===== src/rtl/stack_cpu_pkg.sv =====
// Shared definitions for the stack CPU: opcode field width, opcode values and FSM states.
// Kept in one package so the core and the ALU decode opcodes identically.
package stack_cpu_pkg;

    localparam int unsigned OP_W = 32'd6;

    localparam logic [OP_W-1:0] OP_PUSHI = 6'h01;
    localparam logic [OP_W-1:0] OP_ADD   = 6'h02;
    localparam logic [OP_W-1:0] OP_SUB   = 6'h03;
    localparam logic [OP_W-1:0] OP_AND   = 6'h04;
    localparam logic [OP_W-1:0] OP_OR    = 6'h05;
    localparam logic [OP_W-1:0] OP_XOR   = 6'h06;
    localparam logic [OP_W-1:0] OP_JMP   = 6'h08;
    localparam logic [OP_W-1:0] OP_JZ    = 6'h09;
    localparam logic [OP_W-1:0] OP_HALT  = 6'h3F;

    typedef enum logic [2:0] {
        ST_FETCH  = 3'd0,
        ST_DECODE = 3'd1,
        ST_POP1   = 3'd2,
        ST_POP2   = 3'd3,
        ST_PUSH   = 3'd4,
        ST_HALT   = 3'd5,
        ST_ERROR  = 3'd6
    } state_e;

    function automatic logic is_alu_op(input logic [OP_W-1:0] op);
        logic hit_s;
        case (op)
            OP_ADD, OP_SUB, OP_AND, OP_OR, OP_XOR: hit_s = 1'b1;
            default:                               hit_s = 1'b0;
        endcase
        return hit_s;
    endfunction

endpackage


===== src/rtl/stack_cpu_alu.sv =====
// Combinational two-operand ALU; result = a op b, wrapping at DATA_W bits.
module stack_cpu_alu
    import stack_cpu_pkg::*;
#(
    parameter int unsigned DATA_W = 32'd16
) (
    input  logic [OP_W-1:0]   op,
    input  logic [DATA_W-1:0] a,
    input  logic [DATA_W-1:0] b,
    output logic [DATA_W-1:0] result
);

    // Opcode-selected arithmetic/logic operation; non-ALU opcodes yield zero.
    always_comb begin
        result = '0;
        case (op)
            OP_ADD:  result = a + b;
            OP_SUB:  result = a - b;
            OP_AND:  result = a & b;
            OP_OR:   result = a | b;
            OP_XOR:  result = a ^ b;
            default: result = '0;
        endcase
    end

endmodule


===== src/rtl/stack_cpu_core.sv =====
// Multi-cycle stack CPU with a single-outstanding request/ack memory port.
// The stack grows downward in memory; PUSH writes mem[SP-1], POP reads mem[SP].
module stack_cpu_core
    import stack_cpu_pkg::*;
#(
    parameter int unsigned       DATA_W      = 32'd16,
    parameter int unsigned       ADDR_W      = 32'd16,
    parameter logic [ADDR_W-1:0] ENTRY_POINT = ADDR_W'(16'h0020),
    parameter logic [ADDR_W-1:0] STACK_START = ADDR_W'(16'hFFFF),
    parameter logic [ADDR_W-1:0] STACK_LIMIT = ADDR_W'(16'hFF00)
) (
    input  logic              clk,
    input  logic              rst_n,
    output logic              mem_req,
    output logic              mem_we,
    output logic [ADDR_W-1:0] mem_addr,
    output logic [DATA_W-1:0] mem_wdata,
    input  logic [DATA_W-1:0] mem_rdata,
    input  logic              mem_ack,
    output logic              halted,
    output logic              error,
    output logic [ADDR_W-1:0] pc,
    output logic [ADDR_W-1:0] sp
);

    localparam logic [ADDR_W-1:0] ADDR_ONE = {{(ADDR_W-1){1'b0}}, 1'b1};

    state_e            state_r;
    logic [ADDR_W-1:0] pc_r;
    logic [ADDR_W-1:0] sp_r;
    logic [DATA_W-1:0] r1_r;
    logic [DATA_W-1:0] r2_r;
    logic [DATA_W-1:0] ir_r;
    logic              halted_r;
    logic              error_r;

    logic [OP_W-1:0]   opcode_s;
    logic [DATA_W-1:0] imm_s;
    logic [DATA_W-1:0] alu_res_s;
    logic [DATA_W-1:0] push_data_s;
    logic              underflow_s;
    logic              overflow_s;
    logic              xfer_s;

    assign opcode_s    = ir_r[DATA_W-1 -: OP_W];
    assign imm_s       = DATA_W'(ir_r[DATA_W-OP_W-1:0]);
    assign push_data_s = (opcode_s == OP_PUSHI) ? imm_s : alu_res_s;
    assign underflow_s = (sp_r == STACK_START);
    assign overflow_s  = (sp_r == STACK_LIMIT);
    assign xfer_s      = mem_req & mem_ack;

    assign pc     = pc_r;
    assign sp     = sp_r;
    assign halted = halted_r;
    assign error  = error_r;

    stack_cpu_alu #(.DATA_W(DATA_W)) u_alu (
        .op     (opcode_s),
        .a      (r2_r),
        .b      (r1_r),
        .result (alu_res_s)
    );

    // Memory port decoded from registered state only, so it stays put across wait cycles;
    // gated by rst_n so a reset drops the request immediately.
    always_comb begin
        mem_req   = 1'b0;
        mem_we    = 1'b0;
        mem_addr  = '0;
        mem_wdata = '0;
        if (rst_n) begin
            case (state_r)
                ST_FETCH: begin
                    mem_req  = 1'b1;
                    mem_addr = pc_r;
                end
                ST_POP1, ST_POP2: begin
                    mem_req  = ~underflow_s;
                    mem_addr = sp_r;
                end
                ST_PUSH: begin
                    mem_req   = ~overflow_s;
                    mem_we    = ~overflow_s;
                    mem_addr  = sp_r - ADDR_ONE;
                    mem_wdata = push_data_s;
                end
                default: begin
                    mem_req = 1'b0;
                end
            endcase
        end else begin
            mem_req = 1'b0;
        end
    end

    // Instruction sequencer: every state waits for its transfer, then advances.
    always_ff @(posedge clk or negedge rst_n) begin
        if (!rst_n) begin
            state_r  <= ST_FETCH;
            pc_r     <= ENTRY_POINT;
            sp_r     <= STACK_START;
            r1_r     <= '0;
            r2_r     <= '0;
            ir_r     <= '0;
            halted_r <= 1'b0;
            error_r  <= 1'b0;
        end else begin
            case (state_r)
                ST_FETCH: begin
                    if (xfer_s) begin
                        ir_r    <= mem_rdata;
                        pc_r    <= pc_r + ADDR_ONE;
                        state_r <= ST_DECODE;
                    end
                end
                ST_DECODE: begin
                    if (opcode_s == OP_PUSHI) begin
                        state_r <= ST_PUSH;
                    end else if (is_alu_op(opcode_s) || (opcode_s == OP_JMP) || (opcode_s == OP_JZ)) begin
                        state_r <= ST_POP1;
                    end else if (opcode_s == OP_HALT) begin
                        state_r  <= ST_HALT;
                        halted_r <= 1'b1;
                    end else begin
                        state_r <= ST_ERROR;
                        error_r <= 1'b1;
                    end
                end
                ST_POP1: begin
                    if (underflow_s) begin
                        state_r <= ST_ERROR;
                        error_r <= 1'b1;
                    end else if (xfer_s) begin
                        r1_r <= mem_rdata;
                        sp_r <= sp_r + ADDR_ONE;
                        if (opcode_s == OP_JMP) begin
                            pc_r    <= ADDR_W'(mem_rdata);
                            state_r <= ST_FETCH;
                        end else begin
                            state_r <= ST_POP2;
                        end
                    end
                end
                ST_POP2: begin
                    if (underflow_s) begin
                        state_r <= ST_ERROR;
                        error_r <= 1'b1;
                    end else if (xfer_s) begin
                        r2_r <= mem_rdata;
                        sp_r <= sp_r + ADDR_ONE;
                        if (opcode_s == OP_JZ) begin
                            // Branch target already sits in R1; the condition is the word just read.
                            if (mem_rdata == '0) begin
                                pc_r <= ADDR_W'(r1_r);
                            end
                            state_r <= ST_FETCH;
                        end else begin
                            state_r <= ST_PUSH;
                        end
                    end
                end
                ST_PUSH: begin
                    if (overflow_s) begin
                        state_r <= ST_ERROR;
                        error_r <= 1'b1;
                    end else if (xfer_s) begin
                        sp_r    <= sp_r - ADDR_ONE;
                        state_r <= ST_FETCH;
                    end
                end
                ST_HALT: begin
                    state_r <= ST_HALT;
                end
                ST_ERROR: begin
                    state_r <= ST_ERROR;
                end
                default: begin
                    state_r <= ST_ERROR;
                    error_r <= 1'b1;
                end
            endcase
        end
    end

endmodule


===== config.mk =====
export PLATFORM = sky130hd
export DESIGN_NAME = stack_cpu_core
export DESIGN_NICKNAME = d
export VERILOG_FILES = /design/src/rtl/stack_cpu_pkg.sv /design/src/rtl/stack_cpu_alu.sv /design/src/rtl/stack_cpu_core.sv
export SDC_FILE = /design/constraint.sdc
export NUM_CORES = 1
export LEC_CHECK = 0
export BUFFER_PORTS_ARGS = -buffer_cell sky130_fd_sc_hd__buf_2
export CAP_MARGIN = 20
export CORE_AREA = 2 2 159 161
export CTS_CLUSTER_DIAMETER = 50
export DETAILED_ROUTE_END_ITERATION = 8
export DIE_AREA = 0 0 161 163
export PLACE_DENSITY_LB_ADDON = 0.3
export SKIP_LAST_GASP = 1
export SLEW_MARGIN = 20
export SYNTH_ARGS = -nofsm -noshare
export SYNTH_HDL_FRONTEND = slang
export SYNTH_SLANG_ARGS = --single-unit

===== constraint.sdc =====
create_clock -name clk -period 3.7 [get_ports clk]
set_input_delay 0.185 -clock clk [delete_from_list [all_inputs] [get_ports clk]]
set_output_delay 0.185 -clock clk [all_outputs]
set_load 0.02 [all_outputs]

# Yosys cells after proc, flatten, opt, wreduce, memory -nomap -nowiden
# Index checks and enable logic that the tools add are counted.
# totals
elab_cells,122
output_inout_bits,68
in_bits,19
register_bits,85
# op_classes
n_mux,46
n_addsub,5
n_reduce_logical,17
n_eq_ne,37
bitwise,9
# ops
cell,n
16-bit 2-to-1 mux,16
16-bit case mux with 3 select lines,2
16-bit case mux with 5 select lines,1
"16-bit by 1-bit adder with 16-bit output, second input constant",2
"16-bit == test, second input constant",2
16-bit case mux with 2 select lines,1
3-bit 2-to-1 mux,10
"2-bit inequality test, second input constant",15
"6-bit by 3-bit == test with 1-bit output, second input constant",3
3-bit case mux with 6 select lines,1
16-bit adder,1
16-bit AND,1
16-bit zero test,1
16-bit OR,1
"16-bit by 1-bit subtractor with 16-bit output, second input constant",1
16-bit subtractor,1
16-bit bitwise XOR,1
"6-bit by 2-bit == test with 1-bit output, second input constant",2
"6-bit by 4-bit == test with 1-bit output, second input constant",2
1-bit 2-to-1 mux,11
"3-bit == test, second input constant",3
"3-bit inequality test, second input constant",3
9-bit AND reduction,1
4-bit AND reduction,2
21 further kinds,30

# Depth between registers and ports, before layout
# logic_depth
depth_word,10
depth_mapped,15

# Hierarchy
# From an unflattened synthesis, not the netlist that was laid out.
# unflattened
hier_cells,866
area_unflattened_um2,7418.4
# by_module_without_submodules
mod,area_per_inst_um2,n_inst,cells_each
stack_cpu_core,5351.4,1,573
stack_cpu_alu,2067.0,1,293

# Worst setup path before layout
# No wires, ideal clock.
# synth_timing
path_type,reg2out
from,reg ir_r[13]
to,out mem_wdata[14]
n_path_buf,1
arrival_ps,3470
required_time_ps,3515
path_stages_with_launch,13
setup_slack_ps,45
cell_sequence,dfrtp_1 -> nor4_2 -> nand3_1 -> clkbuf_1 -> nor2_1 -> a21oi_1 -> fa_1 -> a21o_1 -> a221oi_1 -> o21ai_0 -> a31oi_1 -> xor2_1 -> o21ai_0
# synth_via
elab_chain_len,5
elab_cells_between_ends,10
cone_classes,6 x eq/ne; 4 x mux
# synth_rtl
element,line_no,rtl
start: declaration,stack_cpu_core.sv:33,logic [DATA_W-1:0] ir_r;
start signal: assignment,stack_cpu_core.sv:111,ir_r <= mem_rdata;
6-bit by 3-bit == test with 1-bit output or 6-bit by 2-bit == test with 1-bit output (tied branches),stack_cpu_alu.sv:16,case (op)
16-bit case mux with 5 select lines,stack_cpu_alu.sv:16,
16-bit 2-to-1 mux *,stack_cpu_core.sv:47,assign push_data_s = (opcode_s == OP_PUSHI) ? imm_s : alu_res_s;
16-bit 2-to-1 mux *,stack_cpu_core.sv:72,case (state_r)
16-bit 2-to-1 mux *,stack_cpu_core.sv:71,if (rst_n) begin
end: declaration,stack_cpu_core.sv:17,"output logic [DATA_W-1:0] mem_wdata,"
# Mark *: on every way between the ends. The rest lies on a longest branch, timed or not.

# Final worst setup path
# layout_timing
from,reg r1_r[1]
to,out mem_wdata[14]
# layout_via
elab_chain_len,5
elab_cells_between_ends,6
cone_classes,2 x add/sub; 4 x mux
# layout_rtl
element,line_no,rtl
start: declaration,stack_cpu_core.sv:31,logic [DATA_W-1:0] r1_r;
start signal: assignment,stack_cpu_core.sv:134,r1_r <= mem_rdata;
16-bit subtractor or 16-bit adder (tied branches),"stack_cpu_alu.sv:18, stack_cpu_alu.sv:17",
16-bit case mux with 5 select lines *,stack_cpu_alu.sv:16,
16-bit 2-to-1 mux *,stack_cpu_core.sv:47,
16-bit 2-to-1 mux *,stack_cpu_core.sv:72,
16-bit 2-to-1 mux *,stack_cpu_core.sv:71,
# Marked as above.

==> results.cfg <==
[run]
max-cap-violations = 0

[logic_synthesis]
synth_top_area_share_pct = 23.45
ys_warn_count = 0
yosys.area.top_type = dfrtp_1
synth_area_leaders = dfrtp_1 (23%), ha_1 (9.0%), mux2_2 (7.4%), dfstp_2 (6.2%), xnor2_1 (4.6%)
syn_area_um2 = 7256
avgSynthCellArea_um2 = 8.658
synth_edf_count = 0
syn-instance-count = 838
syn-num-nets = 910
async_flop_share_pct = 100.0
ys_ff_latch = 85
yosysUniqueCellTypes = 76
synth_sequential_area_ratio_pct = 29.61
synth-main-ff-cell = dfrtp_1

[clocking]
clk_pin_slew_worst_paths_ns = 0.07
clk_path_buf_depth = 2
clk_latency_ns = 0.35
cts_made_buffers = 9
root_buffer = clkbuf_16
cts_htree_levels = 3
cts_sinks = 85
ctsHoldBuffers = 0
cts_tree = yes

[drt]
dr.pass1.iters = 5
drcViolationCount = 0
detail_route.wl_per_cell_um = 18.61
vias = 6716
wirelength_um = 23430
viasPerCell = 5.334
ant_nets = 0
drt_iter0_drc = 556

[setup_path]
r2r_start = state_r[1]
crit_arrival_ns = 3.44
slowest_delay_ns = 0.42
cpMostUsedCell = ha_4
r2r_slack_ns = 0.81
critPathSlowestCell = dfrtp_2
start_kind = flop
crit_buf_inv = 2
crit-reg2reg-capture = pc[1]
crit_chain = inv_2 > ha_4 > nand4_1 > or3_1 > or3_4 > nand2_2 > xnor2_2 > ha_4 > a21o_1 > a221o_1 > a31oi_1 > xor2_1 > o21ai_1 > buf_2
cp-end-kind = output port
startpoint = r1_r[1]
worstSetupPathType = reg -> out
crit_fanout = 5
reg2regPathDepth = 5
crit_required_ns = 3.51
path_delay_family = simple AND/OR/NAND/NOR gates

[timing]
worst_pin_slew_ns = 0.7231
slew_headroom_pct = 50.55
setup_viol = 0
min_period_over_period_pct = 98.07
max_clock_freq_ghz = 0.2756
final.setup.tns_ns = 0
rsz0062_at_grt = yes
finClkSkew_ns = 0.008159
period_minus_slack_ns = 3.629
hold_viol_final = 0
slew_violations = 0

[layout]
final_common_cell = buf_2
drive_gt1_share_pct = 28.42
antenna_cells = 0
final_cells = 1259
layout.nets = 996
nFillCells = 2590
syn_to_final_growth_pct = 19.45
most-common-layout-cells = buf_2 (83), nand2_1 (72), dfrtp_1 (65), nor2_1 (57), ha_1 (49)

[power]
vdd_drop_max_mv = 0.3689
power_leakage_uw = 0.003718
intPower_uw = 4372
p_seq_share_pct = 25.6
p_switching_uw = 4195
switching_share_pct = 48.97
power_density_nw_per_um2 = 988.5
power_frac_clock_pct = 11.8
p_comb_share_pct = 62.6

[global_route]
overflow = 0
grt_max_degree = 45
antenna_found_initial = 0
grt_pass1_wl_um = 36810
grt_usage_pct = 17.83
grt_pass1_vias = 6480

[status]
status = finished clean

[floorplan]
design.die.area_um2 = 26240
coreArea_um2 = 24670
start_util_pct = 29.41
dieWidth_um = 161
rows = 58
die_y_um = 163
ios = 87

[min_path]
hold_class = in -> async

[placed_design]
portBuffers = 86
place_hpwl_um = 17030
gp_congestion = 0.9191
dp_cells = 1224
[flip-flops by register name (all words and copies together) (netlist names)]
register and count:
r2_r 16, r1_r 16, error 1, ir_r 16
state_r 3, pc 16, halted 1, sp 16
[synthesized netlist by cell type (3+ instances only)]
| cell | number |
|---|---|
| or2_2 | 3 |
| mux2_2 | 48 |
| a311oi_1 | 3 |
| buf_4 | 6 |
| a21oi_2 | 6 |
| a2bb2oi_2 | 4 |
| o21a_1 | 4 |
| a22oi_1 | 15 |
| buf_2 | 6 |
| a211oi_1 | 7 |
| inv_1 | 43 |
| xnor2_1 | 38 |
| o31ai_1 | 6 |
| ha_1 | 52 |
| o21ai_0 | 44 |
| or4_1 | 3 |
| or3_1 | 8 |
| xor2_1 | 17 |
| nand4_1 | 17 |
| a31oi_1 | 15 |
| nor3_1 | 16 |
| dfrtp_1 | 68 |
| and3_1 | 6 |
| a21o_1 | 7 |
| a22o_1 | 3 |
| a21oi_1 | 51 |
| and2_1 | 7 |
| a222oi_1 | 5 |
| clkbuf_1 | 35 |
| nand2b_1 | 6 |
| nand3_1 | 20 |
| nor4_1 | 8 |
| nor2_1 | 58 |
| buf_1 | 8 |
| nand2_1 | 74 |
| nor2b_1 | 11 |
| o22ai_1 | 28 |
| mux2i_1 | 19 |
| dfstp_2 | 17 |
[layout make-up]
class,instances,area [um^2],area share [%]
repair buffers,131,783.3,9.037
inverters,43,161.4,1.862
multi-input cells,654,4835,55.78
flip-flops and latches,85,2152,24.83
clock inverters,7,97.59,1.126
clock buffers,9,225.2,2.599
well taps,330,412.9,4.764
[power groups by stage]
stage / Clock, uW / Combinational, uW / Sequential, uW
2_1_floorplan: 0 / 3670 / 2020
5_1_grt: 1070 / 5900 / 2290
3_5_place_dp: 0 / 4910 / 2170
3_3_place_gp: 0 / 4870 / 2160
6_report: 1010 / 5360 / 2190
4_1_cts: 1040 / 5110 / 2170
[logic make-up (layout without fill, tap and decap cells)]
logic type / after synthesis / count (layout) / synth area share, %
buffers and inverters: 99 / 190 / 5.639
adders and majority gates: 53 / 53 / 9.243
and+or+nand+nor: 252 / 252 / 17.62
DFF: 85 / 85 / 29.61
xor gates and xnor gates: 55 / 55 / 6.639
AOI/OAI and AO/OA: 225 / 225 / 20.76
muxes: 69 / 69 / 10.48
[how the worst max path moves through the flow]
stage / slack, ns / to / cells past startpoint
detailed placement: 0.19 / mem_wdata[14] / 13
floorplan: 0.05 / mem_wdata[14] / 12
global route: -0.05 / mem_wdata[11] / 13
CTS: -0.04 / mem_wdata[14] / 13
finish: 0.07 / mem_wdata[14] / 14
global placement: 0.23 / mem_wdata[14] / 13
[through the flow]
step	total power, uW	setup WS [ns]	cell area (um^2)	utilization (%)	hold slack, ns
after detailed placement	7078	0.1908	8058	32.66	0.4102
after CTS	8318	-0.03528	8518	34.52	0.02623
after global routing	9258	-0.04672	8667	35.13	0.04949
after floorplan	5685	0.04548	7256	-	-0.1106
after global placement	7031	0.2252	8058	32.66	0.4059
final	8567	0.07150	8667	35.13	0.02675
[layer usage]
metal	vias up	part of all wire [%]	GRT usage, %
met2	218	47	29.61
met1	3232	46	24.25
met5	-	0	0
li1	3238	-	-
met3	28	5.6	3.387
met4	0	1.6	3.653
[timing repair]
item	in CTS	in global routing
setup buffers	8	11
resized for setup	22	17
pin swaps	6	16
endpoints found under the setup margin	7	7
No activity file was read; power rests on OpenSTA's default activity.
